File: src/rtl/spi_pkt_pkg.sv
// Shared types and defaults for the SPI packet deframer.
package spi_pkt_pkg;

  localparam int unsigned ByteW = 8;
  localparam logic [ByteW-1:0] SofByteDefault = 8'hA5;
  localparam int unsigned MaxLenDefault = 64;

  typedef enum logic [1:0] {
    StIdle,
    StLen,
    StPayload,
    StChk
  } state_e;

endpackage

File: src/rtl/spi_pkt_csum.sv
// XOR checksum accumulator: load seeds with LEN, accum folds in payload bytes.
module spi_pkt_csum
  import spi_pkt_pkg::*;
(
  input  logic             clk,
  input  logic             rst,
  input  logic             load,
  input  logic             accum,
  input  logic [ByteW-1:0] din,
  output logic             match
);

  logic [ByteW-1:0] csum_q;

  always_ff @(posedge clk) begin
    if (rst) begin
      csum_q <= '0;
    end else if (load) begin
      csum_q <= din;
    end else if (accum) begin
      csum_q <= csum_q ^ din;
    end
  end

  assign match = (csum_q == din);

endmodule

File: src/rtl/spi_pkt_deframer.sv
// Pops bytes from the SPI receive FIFO, delimits SOF/LEN/payload/CHK frames and
// streams payload bytes out over valid/ready with start/end/abort pulses and counters.
module spi_pkt_deframer
  import spi_pkt_pkg::*;
#(
  parameter logic [ByteW-1:0] SOF_BYTE  = SofByteDefault,
  parameter int unsigned      MAX_LEN   = MaxLenDefault,
  parameter int unsigned      PKT_CNT_W = 16
) (
  input  logic                 axi_aclk,
  input  logic                 axi_areset,
  input  logic                 fifo_empty,
  output logic                 fifo_rd_en,
  input  logic [ByteW-1:0]     fifo_q,
  input  logic                 abort,
  output logic [ByteW-1:0]     m_data,
  output logic                 m_valid,
  output logic                 m_last,
  input  logic                 m_ready,
  output logic                 package_start_int,
  output logic                 package_end_int,
  output logic                 pkt_err,
  output logic                 pkt_abort,
  output logic [PKT_CNT_W-1:0] pkt_cnt,
  output logic [7:0]           err_cnt
);

  localparam logic [ByteW-1:0] MaxLenB = ByteW'(MAX_LEN);

  state_e               state_q, state_d;
  logic                 rd_pend_q;
  logic [ByteW-1:0]     remaining_q, remaining_d;
  logic [ByteW-1:0]     m_data_q, m_data_d;
  logic                 m_valid_q, m_valid_d;
  logic                 m_last_q, m_last_d;
  logic                 start_q, start_d;
  logic                 end_q, end_d;
  logic                 err_q, err_d;
  logic                 abort_q, abort_d;
  logic [PKT_CNT_W-1:0] pkt_cnt_q, pkt_cnt_d;
  logic [7:0]           err_cnt_q, err_cnt_d;
  logic                 stall, kill, take;
  logic                 csum_load, csum_acc, csum_match;

  spi_pkt_csum u_csum (
    .clk   (axi_aclk),
    .rst   (axi_areset),
    .load  (csum_load),
    .accum (csum_acc),
    .din   (fifo_q),
    .match (csum_match)
  );

  // A read is issued only when its byte can be absorbed on return.
  assign stall      = (state_q == StPayload) && m_valid_q && !m_ready;
  assign fifo_rd_en = !axi_areset && !fifo_empty && !rd_pend_q && !abort && !stall;
  assign kill       = abort && (state_q != StIdle);
  // Abort beats a byte returning in the same cycle.
  assign take       = rd_pend_q && !kill;

  always_comb begin
    state_d     = state_q;
    remaining_d = remaining_q;
    m_data_d    = m_data_q;
    m_valid_d   = m_valid_q && !m_ready;
    m_last_d    = m_last_q;
    start_d     = 1'b0;
    end_d       = 1'b0;
    err_d       = 1'b0;
    abort_d     = 1'b0;
    pkt_cnt_d   = pkt_cnt_q;
    err_cnt_d   = err_cnt_q;
    csum_load   = 1'b0;
    csum_acc    = 1'b0;

    if (kill) begin
      state_d   = StIdle;
      abort_d   = 1'b1;
      m_valid_d = 1'b0;
      if (err_cnt_q != 8'hFF) err_cnt_d = err_cnt_q + 8'd1;
    end else if (take) begin
      unique case (state_q)
        StIdle: begin
          if (fifo_q == SOF_BYTE) state_d = StLen;
        end
        StLen: begin
          if (fifo_q == '0 || fifo_q > MaxLenB) begin
            state_d = StIdle;
            if (err_cnt_q != 8'hFF) err_cnt_d = err_cnt_q + 8'd1;
          end else begin
            state_d     = StPayload;
            remaining_d = fifo_q;
            csum_load   = 1'b1;
            start_d     = 1'b1;
          end
        end
        StPayload: begin
          m_data_d    = fifo_q;
          m_valid_d   = 1'b1;
          m_last_d    = (remaining_q == 8'd1);
          remaining_d = remaining_q - 8'd1;
          csum_acc    = 1'b1;
          if (remaining_q == 8'd1) state_d = StChk;
        end
        StChk: begin
          state_d = StIdle;
          end_d   = 1'b1;
          err_d   = !csum_match;
          if (csum_match) begin
            pkt_cnt_d = pkt_cnt_q + PKT_CNT_W'(1);
          end else if (err_cnt_q != 8'hFF) begin
            err_cnt_d = err_cnt_q + 8'd1;
          end
        end
        default: state_d = StIdle;
      endcase
    end
  end

  always_ff @(posedge axi_aclk) begin
    if (axi_areset) begin
      state_q     <= StIdle;
      rd_pend_q   <= 1'b0;
      remaining_q <= '0;
      m_data_q    <= '0;
      m_valid_q   <= 1'b0;
      m_last_q    <= 1'b0;
      start_q     <= 1'b0;
      end_q       <= 1'b0;
      err_q       <= 1'b0;
      abort_q     <= 1'b0;
      pkt_cnt_q   <= '0;
      err_cnt_q   <= '0;
    end else begin
      state_q     <= state_d;
      rd_pend_q   <= fifo_rd_en;
      remaining_q <= remaining_d;
      m_data_q    <= m_data_d;
      m_valid_q   <= m_valid_d;
      m_last_q    <= m_last_d;
      start_q     <= start_d;
      end_q       <= end_d;
      err_q       <= err_d;
      abort_q     <= abort_d;
      pkt_cnt_q   <= pkt_cnt_d;
      err_cnt_q   <= err_cnt_d;
    end
  end

  assign m_data            = m_data_q;
  assign m_valid           = m_valid_q;
  assign m_last            = m_last_q && m_valid_q;
  assign package_start_int = start_q;
  assign package_end_int   = end_q;
  assign pkt_err           = err_q;
  assign pkt_abort         = abort_q;
  assign pkt_cnt           = pkt_cnt_q;
  assign err_cnt           = err_cnt_q;

endmodule

File: config.mk
export PLATFORM = sky130hd
export DESIGN_NAME = spi_pkt_deframer
export DESIGN_NICKNAME = d
export VERILOG_FILES = /design/src/rtl/spi_pkt_pkg.sv /design/src/rtl/spi_pkt_csum.sv /design/src/rtl/spi_pkt_deframer.sv
export SDC_FILE = /design/constraint.sdc
export NUM_CORES = 1
export LEC_CHECK = 0
export BUFFER_PORTS_ARGS = -buffer_cell sky130_fd_sc_hd__buf_2
export CAP_MARGIN = 20
export CORE_MARGIN = 2
export CORE_UTILIZATION = 55
export DETAILED_ROUTE_END_ITERATION = 7
export GPL_TIMING_DRIVEN = 0
export PLACE_DENSITY = 0.76
export RECOVER_POWER = 50
export SKIP_CTS_REPAIR_TIMING = 1
export SLEW_MARGIN = 15
export SYNTH_ARGS = -nofsm -noshare
export SYNTH_HDL_FRONTEND = slang
export SYNTH_SLANG_ARGS = --single-unit
File: constraint.sdc
create_clock -name axi_aclk -period 3.16 [get_ports axi_aclk]
set_input_delay 0.632 -clock axi_aclk [delete_from_list [all_inputs] [get_ports axi_aclk]]
set_output_delay 0.632 -clock axi_aclk [all_outputs]
set_load 0.02 [all_outputs]
==> run summary <==
### Cells and area
- **post-synthesis to final-layout area growth** 14.48%
- **Util after Layout** 0.6509
- **antenna diode count** 0
- **share of cells above drive strength 1** 0.1122
- **layout net count** 426

### Synthesis
- **area fraction of the dominant cell type after synthesis** 0.3929
- **prevailing post-synth register cell** sky130_fd_sc_hd__dfxtp_1
- **Post-synth EDFFs** 0
- **largest cells by area after synthesis** sky130_fd_sc_hd__dfxtp_1 (39%), sky130_fd_sc_hd__a21oi_1 (6.4%), sky130_fd_sc_hd__nand2_1 (5.0%)
- **area leader, netlist** sky130_fd_sc_hd__dfxtp_1
- **share of cell area taken by muxes after synthesis** 0.02628
- **number of synthesized register bits** 57
- **compound-cell area share of the yosys netlist** 0.2029
- **synthesized instance count** 345
- **combinational family with the most area after synthesis** simple AND/OR/NAND/NOR gates
- **average size of a mapped cell** 8.417 um^2
- **Synth Area in Adders** 0.03447
- **xor-xnor portion of the synthesized cell area** 0.03921
- **proportion of synthesized flip-flops having asynchronous set or reset** 0
- **Syn. warnings** 0
- **post-synth cell types** 52
- **post-synthesis share of cell area spent on and, or, nand and nor gates** 0.2697
- **share of the yosys chip area belonging to registers** 0.3929
- **cell area after synthesis** 0.002904 mm^2
- **total nets after synthesis** 366

### Floorplanning
- **Starting Density** 0.5686
- **Top Ports** 52
- **placeable core region** 0.005107 mm^2
- **chip width** 76.67 um
- **count of standard-cell rows** 26
- **die footprint** 0.005878 mm^2
- **Die Ht** 76.67 um

### CTS
- **Clk Latency, worst-skew pair** 0.34 ns
- **clock tree from TritonCTS** done
- **H-tree level count** 3
- **Clock Sink Count** 57
- **number of clock buffers inserted by TritonCTS** 9
- **clock slew seen by the registers of the worst setup and hold paths** 0.06 ns
- **Max clock buf depth** 2
- **root buf cell** sky130_fd_sc_hd__clkbuf_8

### STA
- **time the worst path needs with I/O delays and setup** 2.755 ns
- **fmax** 0.3630 GHz
- **RSZ-0062 raised after global routing** false
- **Max-Slew Margin vs Limit** 0.4706
- **final hold violation count** 0
- **transition at the pin with the smallest max-transition slack** 0.7831 ns
- **Post-Route Setup TNS** 0 ns
- **part of the cycle the worst path needs** 0.8718
- **number of max-slew violations in the final report** 0
- **setup violators final** 0
- **clk_skew** 0.008348 ns

### Routing
- **DRT Pass-1 Iters** 5
- **Vias/cell** 5.731
- **routed wire length** 6914 um
- **number of nets still failing antenna checks after routing** 0
- **via count** 2751
- **number of violations reported at the end of detailed-routing iteration 0** 210
- **residual DRC count** 0
- **post-detailed-route wirelength per cell** 14.40 um

### Worst setup path
- **R2R setup slack** 0.51 ns
- **launching element type of the critical path** register
- **crit-path max FO** 10
- **startpoint of the most critical register-to-register path** state_q[0]$_SDFFE_PP0P_
- **type of destination of the critical path** output pin
- **number of cells traversed by the worst register-to-register path** 8
- **arrival time at the worst endpoint** 2.12 ns
- **required time at the worst-slack endpoint** 2.53 ns
- **category of the most critical setup path** reg -> out
- **capture instance of the worst register-to-register path** pkt_cnt[15]$_SDFFE_PP0P_

### Placement
- **number of port buffers** 49
- **last weighted congestion value of the routability-driven placer** 0.8003
- **DP Wirelength** 4807 um

### Global route
- **Global Route Usage Sum** 0.2455
- **gr ovfl total** 0
- **number of antenna violations at the first check in global routing** 0
- **vias in the first global route** 2445
- **largest net degree at the start of global routing** 11
- **global-route wire length before repair** 11580 um

### Pwr
- **power density cells** 405.5 mW/mm^2
- **total leakage power** 1.161 nW
- **worst IR drop on VDD** 254.7 uV

### Run
- **max cap viols** 0

### Outcome
- **outcome** finished, final reports clean

### Min path
- **worst hold path stage count** 2
- **start point of the worst hold path** m_data[6]$_SDFFE_PP0P_
- **HP Class** reg -> reg
- **worst-case hold path end point** m_data[6]$_SDFFE_PP0P_

critical path, cell delays in order, from the launching register on:
cell and delay, ns:
sky130_fd_sc_hd__dfxtp_1 0.36, sky130_fd_sc_hd__inv_1 0.10, sky130_fd_sc_hd__ha_1 0.14, sky130_fd_sc_hd__clkbuf_1 0.37
sky130_fd_sc_hd__clkinv_1 0.39, sky130_fd_sc_hd__o21a_1 0.27, sky130_fd_sc_hd__buf_2 0.15
routing by layer:
layer	vias to the layer above	wire, um	track usage
met5	-	0	0
met4	0	108	0.1073
met3	13	356	0.05529
met2	84	3086	0.3763
met1	1282	3363	0.3316
li1	1372	-	-
worst max-delay path by stage:
| stage | startpoint | end | slack, ns | depth (start not counted) |
|---|---|---|---|---|
| after CTS | state_q[0]$_SDFFE_PP0P_ | fifo_rd_en | 0.43 | 6 |
| after detailed placement | fifo_q[4] | err_cnt[5]$_SDFFE_PP0P_ | 0.42 | 8 |
| after floorplan | fifo_q[0] | err_cnt[5]$_SDFFE_PP0P_ | 0.60 | 8 |
| after global routing | fifo_q[4] | u_csum.csum_q[1]$_SDFFE_PP0P_ | 0.22 | 7 |
| final | state_q[0]$_SDFFE_PP0P_ | fifo_rd_en | 0.41 | 6 |
| after global placement | fifo_q[4] | err_cnt[5]$_SDFFE_PP0P_ | 0.42 | 8 |
through the flow:
stage                     total power [mW]  setup slack [ns]  instances  hold slack (ns)  area, um^2
after detailed placement            0.7978            0.4232        464           0.4439        3237
after global placement              0.7969            0.4238        464           0.4385        3237
final                                1.348            0.4053        480           0.4537        3324
after CTS                            1.353            0.4258        480           0.4533        3392
after floorplan                     0.7713            0.5988        345           0.4464        2904
after global routing                 1.393            0.2181        480           0.4747        3324
cell families (layout without fill, tap and decap cells):
family,Yosys count,in the layout
mux,7,7
simple gates,144,144
xor+xnor,13,13
buf+inv,24,89
flops,57,57
compound gates,92,92
fa+ha+maj,8,8
placed cells by master (no fill, tap or decap), types with 6 or more instances in the layout:
master,synthesis,routed
sky130_fd_sc_hd__a21oi_1,37,37
sky130_fd_sc_hd__and3_1,7,7
sky130_fd_sc_hd__buf_2,2,13
sky130_fd_sc_hd__clkbuf_1,10,52
sky130_fd_sc_hd__clkbuf_8,0,9
sky130_fd_sc_hd__dfxtp_1,57,57
sky130_fd_sc_hd__ha_1,8,8
sky130_fd_sc_hd__inv_1,9,9
sky130_fd_sc_hd__nand2_1,39,39
sky130_fd_sc_hd__nand3_1,10,10
sky130_fd_sc_hd__nand4_1,7,7
sky130_fd_sc_hd__nor2_1,33,33
sky130_fd_sc_hd__nor2b_1,8,8
sky130_fd_sc_hd__o211ai_1,8,8
sky130_fd_sc_hd__o21ai_0,15,15
sky130_fd_sc_hd__o31ai_1,6,6
sky130_fd_sc_hd__or3_1,7,8
sky130_fd_sc_hd__or4_1,6,6
sky130_fd_sc_hd__xnor2_1,12,12
final cells by class:
class                           count  area [um^2]
Inverter                           10        37.54
Buffer                             14        62.56
Multi-Input combinational cell    264         1643
Tap cell                           70        87.58
Clock inverter                      4        20.02
Timing Repair Buffer               49        197.7
Sequential cell                    57         1141
Fill cell                         483         1783
Clock buffer                       12        135.1
report_power, final:
part / switching (mW) / total, mW / internal [mW]
sequential: 0.000779 / 0.720 / 0.719
clock: 0.287 / 0.567 / 0.279
combinational: 0.0424 / 0.0618 / 0.0194
Yosys cell counts, types with 6 or more instances:
cell	instances
sky130_fd_sc_hd__dfxtp_1	57
sky130_fd_sc_hd__nand2_1	39
sky130_fd_sc_hd__a21oi_1	37
sky130_fd_sc_hd__nor2_1	33
sky130_fd_sc_hd__o21ai_0	15
sky130_fd_sc_hd__xnor2_1	12
sky130_fd_sc_hd__clkbuf_1	10
sky130_fd_sc_hd__nand3_1	10
sky130_fd_sc_hd__inv_1	9
sky130_fd_sc_hd__ha_1	8
sky130_fd_sc_hd__nor2b_1	8
sky130_fd_sc_hd__o211ai_1	8
sky130_fd_sc_hd__and3_1	7
sky130_fd_sc_hd__nand4_1	7
sky130_fd_sc_hd__or3_1	7
sky130_fd_sc_hd__o31ai_1	6
sky130_fd_sc_hd__or4_1	6
sequential cells by signal, summed over array words and instances, names as in the netlist, 8 cells and up, named ones only:
name,flops
err_cnt,8
m_data,8
pkt_cnt,16
remaining_q,8
u_csum.csum_q,8
Note: power is estimated with default switching activity, not from simulation.
